--- src/rtl/mod_counter.sv ---
`timescale 1ns/1ps
// -----------------------------------------------------------------------------
// mod_counter
//
// Parametrised modulo up/down counter. Counts over 0..MAX inclusive, either
// wrapping or saturating at the limits, with a synchronous clamped load, a
// registered one-cycle terminal-count pulse and a registered Gray-coded copy of
// the count that is always cycle-aligned with the binary value.
//
// Parameters:
//   WIDTH     counter width in bits (2..16)
//   MAX       terminal count value (1..2**WIDTH-1)
//
// Ports:
//   clk       in   1      rising-edge clock
//   rst       in   1      asynchronous reset, active low
//   en        in   1      count enable (hold when low)
//   up        in   1      direction: 1 = up, 0 = down
//   sat       in   1      limit mode: 0 = wrap, 1 = saturate
//   load      in   1      synchronous load strobe, higher priority than en
//   load_val  in   WIDTH  value to load, clamped to MAX
//   counter   out  WIDTH  registered binary count
//   gray      out  WIDTH  registered Gray code of counter
//   tc        out  1      registered terminal-count pulse
// -----------------------------------------------------------------------------
module mod_counter #(
   parameter int unsigned WIDTH = 4,
   parameter int unsigned MAX   = (2 ** WIDTH) - 1
) (
   input  logic             clk,
   input  logic             rst,
   input  logic             en,
   input  logic             up,
   input  logic             sat,
   input  logic             load,
   input  logic [WIDTH-1:0] load_val,
   output logic [WIDTH-1:0] counter,
   output logic [WIDTH-1:0] gray,
   output logic             tc
);

   localparam logic [WIDTH-1:0] MAX_C = WIDTH'(MAX);
   localparam logic [WIDTH-1:0] ONE_C = WIDTH'(1);

   logic [WIDTH-1:0] count_q, count_d;
   logic [WIDTH-1:0] gray_q,  gray_d;
   logic             tc_q,    tc_d;

   // Loaded values above the terminal count are pulled down to MAX so the
   // counter can never leave the legal range.
   function automatic logic [WIDTH-1:0] clamp_to_max(input logic [WIDTH-1:0] v);
      clamp_to_max = (v > MAX_C) ? MAX_C : v;
   endfunction

   function automatic logic [WIDTH-1:0] bin2gray(input logic [WIDTH-1:0] b);
      bin2gray = b ^ (b >> 1);
   endfunction

   // Next-state: load beats enable, enable beats hold.
   always_comb begin
      count_d = count_q;
      tc_d    = 1'b0;
      if (load) begin
         count_d = clamp_to_max(load_val);
      end else if (en) begin
         if (up) begin
            if (count_q < MAX_C) begin
               count_d = count_q + ONE_C;
               // In saturate mode the pulse marks arrival at the limit,
               // so it fires once and not while the count is parked there.
               tc_d    = sat && (count_d == MAX_C);
            end else if (!sat) begin
               count_d = '0;
               tc_d    = 1'b1;
            end
         end else begin
            if (count_q != '0) begin
               count_d = count_q - ONE_C;
               tc_d    = sat && (count_d == '0);
            end else if (!sat) begin
               count_d = MAX_C;
               tc_d    = 1'b1;
            end
         end
      end
   end

   // Gray is derived from the next binary value so both registers update on
   // the same edge and never disagree.
   always_comb begin
      gray_d = bin2gray(count_d);
   end

   always_ff @(posedge clk or negedge rst) begin
      if (!rst) begin
         count_q <= '0;
         gray_q  <= '0;
         tc_q    <= 1'b0;
      end else begin
         count_q <= count_d;
         gray_q  <= gray_d;
         tc_q    <= tc_d;
      end
   end

   assign counter = count_q;
   assign gray    = gray_q;
   assign tc      = tc_q;

endmodule

--- config.mk ---
export PLATFORM = sky130hd
export DESIGN_NAME = mod_counter
export DESIGN_NICKNAME = d
export VERILOG_FILES = /design/src/rtl/mod_counter.sv
export SDC_FILE = /design/constraint.sdc
export NUM_CORES = 1
export LEC_CHECK = 0
export ABC_AREA = 1
export CORE_AREA = 2 2 50 43
export DETAILED_ROUTE_END_ITERATION = 10
export DIE_AREA = 0 0 52 45
export HOLD_SLACK_MARGIN = 0.15
export PLACE_DENSITY_LB_ADDON = 0.1
export SYNTH_ARGS = -nofsm -noshare
export SYNTH_HDL_FRONTEND = slang
export SYNTH_SLANG_ARGS = --single-unit
--- constraint.sdc ---
create_clock -name clk -period 1.6 [get_ports clk]
set_input_delay 0.32 -clock clk [delete_from_list [all_inputs] [get_ports clk]]
set_output_delay 0.32 -clock clk [all_outputs]
set_load 0.02 [all_outputs]
==> impl_metrics.py, run 1 <==
metrics = {
    "die": {
        "ios": 19,
        "die-area_um2": 2340,
        "die_y_um": 45,
        "core_um2": 1804,
        "fp-row-count": 14,
        "die_w_um": 52,
        "start_util_pct": 40.01,
    },
    "routing": {
        "firstDrtPassIters": 5,
        "antenna_left": 0,
        "drt-total-wl_um": 1769,
        "drt_iter0_markers": 18,
        "post_drt_via_cell_ratio": 4.739,
        "vias": 782,
        "drc": 0,
        "wire_per_inst_um": 10.72,
    },
    "worst_setup_path": {
        "end_kind": "primary output",
        "r2r_start": "counter[1]",
        "cp.arrival_ps": 1190,
        "r2r_cells": 10,
        "worstPathBufferInverterCount": 2,
        "worstSetupStartpointType": "flop",
        "max_stage_delay_ps": 460,
        "worstReg2RegEnd": "gray[1]",
        "cp_max_fo": 4,
        "reg2reg_slack_ps": 120,
        "cp_slowest_cell": "dfrtp_2",
        "path_class": "reg -> out",
        "path_cells": "buf_4, dlygate4sd2_1",
        "worst_ep_required_time_ps": 1280,
        "cp_top_family": "buffers and inverters",
    },
    "synth": {
        "synth.net_count": 122,
        "ys_ff_latch": 8,
        "synth_top_area_share_pct": 27.73,
        "ys_warn_count": 0,
        "yosysTopAreaCell": "dfrtp_1",
        "synth-seq-area-share_pct": 27.73,
        "synth_area_per_cell_um2": 6.685,
        "synthTopCellsByArea": "dfrtp_1 28%, nand2_1 18%, nand3_1 9.7%, ha_1 6.9%, nand2_2 6.9%",
        "post_synth_inst_count": 108,
        "synth_cell_types": 21,
        "syn_area_um2": 721.9,
    },
    "sta": {
        "period_share_pct": 94.29,
        "hold_violations": 0,
        "finClkSkew_ps": 9.237,
        "tightest_slew_ps": 367.1,
        "grt_setup_unrepaired": "yes",
        "min_period_ps": 1509,
        "fmax_ghz": 0.6628,
        "drv_slew": 0,
        "slew_headroom_pct": 75.45,
        "setup_viol": 0,
        "worst_slack_ps": 91.30,
    },
    "global_route": {
        "grt_pass1_vias": 706,
        "grt_max_degree": 10,
        "antenna_found_initial": 0,
        "track_usage_pct": 17.80,
        "grt_pass1_wl_um": 2980,
        "overflow": 0,
    },
    "cells_and_area": {
        "nets": 157,
        "drive_gt1_share_pct": 28.37,
        "postLayoutCellArea_um2": 1071,
        "antenna_cells": 0,
        "multi_input_area_um2": 476.7,
        "areaGrowthSynthToFinish_pct": 48.35,
        "fillers": 170,
        "final_util_pct": 59.36,
        "seq_area_um2": 203.9,
    },
    "flow_run": {
        "cap_violations": 0,
    },
    "placed_design": {
        "post-place-ws_ps": -44.88,
        "gp_congestion": 0.8762,
        "post_dp_cell_area_um2": 1011,
        "hpwlAfterDp_um": 1446,
        "portBuffers": 18,
    },
    "cts": {
        "clock_latency_ps": 260,
        "ctsHoldBuffers": 0,
        "numCtsBuffers": 3,
        "cts_tree": "yes",
        "cts.reportedPaths.clkPinSlew_ps": 60,
        "clock_path_buffers": 2,
        "numClockSinks": 8,
        "cts-root-buf": "clkbuf_4",
        "htreeDepth": 1,
    },
    "power_and_ir_drop": {
        "power.density_nw_per_um2": 763.9,
        "p_leak_nw": 0.5315,
        "ir_worst_vdd_mv": 0.5134,
    },
    "hold_path": {
        "hp-class": "in -> async",
    },
    "status": {
        "status": "complete, no violations",
    },
}
-- power by group --
group | switching, W | leakage (nW) | internal, W
Combinational | 0.000205 | 0.425 | 0.000189
Sequential | 0.0000384 | 0.0931 | 0.000232
Clock | 0.0000685 | 0.0138 | 0.0000858
Total | 0.000312 | 0.532 | 0.000506
-- flip-flops by register name, summed over array words and instances, names as in the netlist --
register and cells:
counter 4, gray 3, tc 1
-- final cells by class --
type	count	area share (%)
flip-flops and latches	8	19.04
well taps	24	2.804
multi-input cells	86	44.51
repair buffers	32	26.05
inverters	12	5.491
clock buffers	3	2.103
-- cell usage after synthesis --
| library cell | number |
|---|---|
| bufinv_8 | 1 |
| inv_1 | 8 |
| xor2_1 | 1 |
| o21ai_1 | 2 |
| clkinv_1 | 3 |
| nand2_2 | 8 |
| nand4_1 | 1 |
| dfrtp_1 | 8 |
| or2_2 | 2 |
| nor2_4 | 1 |
| nand3b_1 | 1 |
| buf_6 | 1 |
| nand3_2 | 2 |
| a21oi_1 | 2 |
| nand2_1 | 34 |
| o21ai_0 | 3 |
| buf_4 | 1 |
| o211ai_1 | 1 |
| ha_1 | 4 |
| nor2_1 | 10 |
| nand3_1 | 14 |
-- stage by stage --
stage	total power, W	instances	setup TNS, ps	hold slack (ps)
floorplan	0.0004854	108	0	24.41
global placement	0.0006489	161	-131.0	621.1
detailed placement	0.0006509	161	-135.8	623.2
CTS	0.0008004	164	0	345.4
global route	0.0008867	165	-17.88	368.2
finish	0.0008182	165	0	341.0
-- logic make-up (layout without fill, tap and decap cells) --
logic type,after synthesis,count (layout),synth area share [%]
and+or+nand+nor,73,73,47.49
buffers and inverters,14,47,10.75
AOI/OAI and AO/OA,8,8,5.892
DFF,8,8,27.73
adders and majority gates,4,4,6.933
xor gates and xnor gates,1,1,1.213
-- timing repair --
item                                    4_1_cts  5_1_grt
endpoints found under the setup margin        7        4
pin swaps                                     0        4
buffers inserted                              0        1
gates resized for setup                       8        9
endpoints found under the hold margin         0        0
-- metal layers --
| metal | track usage (%) | up-vias | share of wire (%) |
|---|---|---|---|
| met5 | 0 | - | 0 |
| met4 | 4.211 | 0 | 0 |
| met3 | 4.967 | 0 | 5.2 |
| met2 | 27.85 | 23 | 44 |
| met1 | 24.53 | 350 | 51 |
| li1 | - | 409 | - |
-- cell usage in the layout (no fill, tap or decap) --
cell	synthesis	routed
dfrtp_1	8	5
dfrtp_2	0	3
nand2_1	34	34
inv_2	0	3
nor2_1	10	10
nand3b_1	1	1
a21oi_1	2	2
bufinv_8	1	1
ha_4	0	2
clkbuf_4	0	3
o21ai_0	3	2
nand3_2	2	2
or2_2	2	2
nand3_1	14	14
ha_1	4	2
clkinv_1	3	3
o211ai_1	1	1
clkdlybuf4s50_1	0	13
dlygate4sd2_1	0	5
buf_4	1	14
inv_1	8	5
nand4_1	1	1
xor2_2	0	1
o21ai_1	2	3
nand2_2	8	8
nor2_4	1	1
-- how the worst max path moves through the flow --
| stage | end | cells after the start | start | slack, ps |
|---|---|---|---|---|
| 2_1_floorplan | gray[1] | 10 | counter[0] | 20 |
| 3_3_place_gp | gray[1] | 10 | sat | -40 |
| 3_5_place_dp | tc | 8 | sat | -40 |
| 4_1_cts | gray[1] | 10 | counter[0] | 20 |
| 5_1_grt | gray[1] | 10 | counter[0] | -20 |
| 6_report | counter[1] | 2 | counter[1] | 90 |
Power figures use the tool's default switching activity.
==> inputs of run 2 (changes only) <==
--- a/config.mk
+++ b/config.mk
@@ -10,7 +10,7 @@
 export DETAILED_ROUTE_END_ITERATION = 10
 export DIE_AREA = 0 0 52 45
 export HOLD_SLACK_MARGIN = 0.15
-export PLACE_DENSITY_LB_ADDON = 0.1
+export PLACE_DENSITY_LB_ADDON = 0.08
 export SYNTH_ARGS = -nofsm -noshare
 export SYNTH_HDL_FRONTEND = slang
 export SYNTH_SLANG_ARGS = --single-unit
==> run 2 against run 1 <==
Clock skew shrank 8.2 ps. First-iteration DRC count rose by 17%. Flip-flop and latch count is the same. Combinational power rose by 3%. Core utilization is 0.49 points higher. Sequential power about the same. Critical endpoint unchanged. Highest routed layer unchanged.
==> impl_metrics.py, run 2 (synthesis gave the netlist of run 1 again) <==
metrics = {
    "cells_and_area": {
        "final_common_cell": "nand2_1",
        "areaGrowthSynthToFinish_pct": 49.57,
        "final_cell_mix": "33 x nand2_1, 14 x nand3_1, 13 x clkdlybuf4s50_1, 13 x buf_4",
        "nets": 156,
        "drive_gt1_share_pct": 30.00,
        "antenna_cells": 0,
        "stdcell_count": 164,
        "largest_register_ffs": 4,
        "postLayoutCellArea_um2": 1080,
    },
    "power_and_ir_drop": {
        "swShare_pct": 38.57,
        "power_w": 0.0008283,
        "p_switching_w": 0.0003195,
        "ir_worst_vdd_mv": 0.6279,
        "power.density_nw_per_um2": 767.1,
        "pwr-share-clk_pct": 18.5,
        "p_leak_nw": 0.5342,
        "p_comb_share_pct": 49.0,
        "internal_power_w": 0.0005088,
        "p_seq_share_pct": 32.5,
    },
    "routing": {
        "drt_iter0_markers": 21,
        "drc": 0,
        "post_drt_via_cell_ratio": 4.860,
        "antenna_left": 0,
        "vias": 797,
        "drt-total-wl_um": 1832,
        "wire_per_inst_um": 11.17,
        "firstDrtPassIters": 5,
    },
    "flow_run": {
        "cap_violations": 0,
    },
    "die": {
        "die-area_um2": 2340,
        "die_w_um": 52,
        "die_y_um": 45,
        "ios": 19,
        "fp-row-count": 14,
        "core_um2": 1804,
        "start_util_pct": 40.01,
    },
    "cts": {
        "cts_tree": "yes",
        "clock_latency_ps": 250,
        "ctsHoldBuffers": 0,
        "post-cts-setup-buffers": 0,
        "clock_path_buffers": 2,
        "numCtsBuffers": 3,
        "htreeDepth": 1,
        "numClockSinks": 8,
        "cts.reportedPaths.clkPinSlew_ps": 50,
        "cts-root-buf": "clkbuf_4",
    },
    "placed_design": {
        "post_dp_cell_area_um2": 1011,
        "dp_cells": 161,
        "gp_congestion": 0.8783,
        "portBuffers": 18,
        "hpwlAfterDp_um": 1452,
    },
    "sta": {
        "fmax_ghz": 0.6660,
        "slew_headroom_pct": 76.91,
        "min_period_ps": 1501,
        "tightest_slew_ps": 345.3,
        "finClkSkew_ps": 0.9994,
        "setup_viol": 0,
        "hold_violations": 0,
        "period_share_pct": 93.84,
        "drv_slew": 0,
    },
    "worst_setup_path": {
        "path_cells": "buf_4, dlygate4sd2_1",
        "startpoint": "counter[1]",
        "path_class": "reg -> out",
        "max_stage_delay_ps": 460,
        "cp.arrival_ps": 1180,
        "worst_ep_required_time_ps": 1280,
        "cp_slowest_cell": "dfrtp_2",
        "end_kind": "primary output",
        "worstSetupStartpointType": "flop",
        "r2r_start": "counter[1]",
        "cp_max_fo": 5,
    },
    "global_route": {
        "overflow": 0,
        "grt_max_degree": 10,
        "grt_pass1_wl_um": 3029,
        "antenna_found_initial": 0,
        "grt_pass1_vias": 706,
        "track_usage_pct": 17.46,
    },
    "status": {
        "status": "complete, no violations",
    },
    "hold_path": {
        "hp-class": "in -> async",
    },
}
==> run 2: critical path, delay by kind of cell, from the launching register on <==
family                 cells  cell delay [ps]
buffers and inverters      2              470
flip-flops                 1              460
==> run 2: per-layer routing <==
metal / up-vias / track usage (%) / part of all wire, %
met3: 0 / 5.960 / 6.7
li1: 406 / - / -
met1: 365 / 25.72 / 48
met4: 0 / 1.579 / 0
met2: 26 / 25.57 / 45
met5: - / 0 / 0
==> run 2: power by group through the flow <==
stage / logic [W] / registers, W / clock network, W
6_report: 0.000406 / 0.000269 / 0.000153
4_1_cts: 0.000378 / 0.000262 / 0.000156
5_1_grt: 0.000451 / 0.000274 / 0.000167
3_3_place_gp: 0.000390 / 0.000264 / 0
3_5_place_dp: 0.000388 / 0.000264 / 0
2_1_floorplan: 0.000192 / 0.000293 / 0
==> run 2: timing repair <==
action                                 in CTS  in global routing
endpoints found under the hold margin       0                  0
setup endpoints to repair                   5                  4
gates resized for setup                     7                 13
pin swaps                                   0                  1
==> run 2: cell type report <==
class,instances,area [µm²]
fillers,186,724.4
multi-input cells,86,493.0
repair buffers,31,271.5
flip-flops and latches,8,203.9
inverters,12,58.81
well taps,24,30.03
clock buffers,3,22.52
==> run 2: worst paths after layout <==
check	cells after the start	to	slack, ps
max	2	counter[1]	100
min	1	tc	340
max reg2reg	11	gray[2]	120
min reg2reg	4	counter[1]	780
max in group asynchronous	1	counter[1]	990
min in group clk	3	counter[2]	660
==> run 2: through the flow <==
stage          setup WS, ps  TNS, ps  utilization (%)  hold slack, ps
2_1_floorplan         17.20        0                -           24.41
3_3_place_gp         -79.29   -215.4            56.03           620.9
5_1_grt              -64.39   -98.35            59.85           361.2
3_5_place_dp         -85.28   -234.9            56.03           617.5
4_1_cts               28.42        0            57.07           347.5
6_report              98.53        0            59.85           336.6
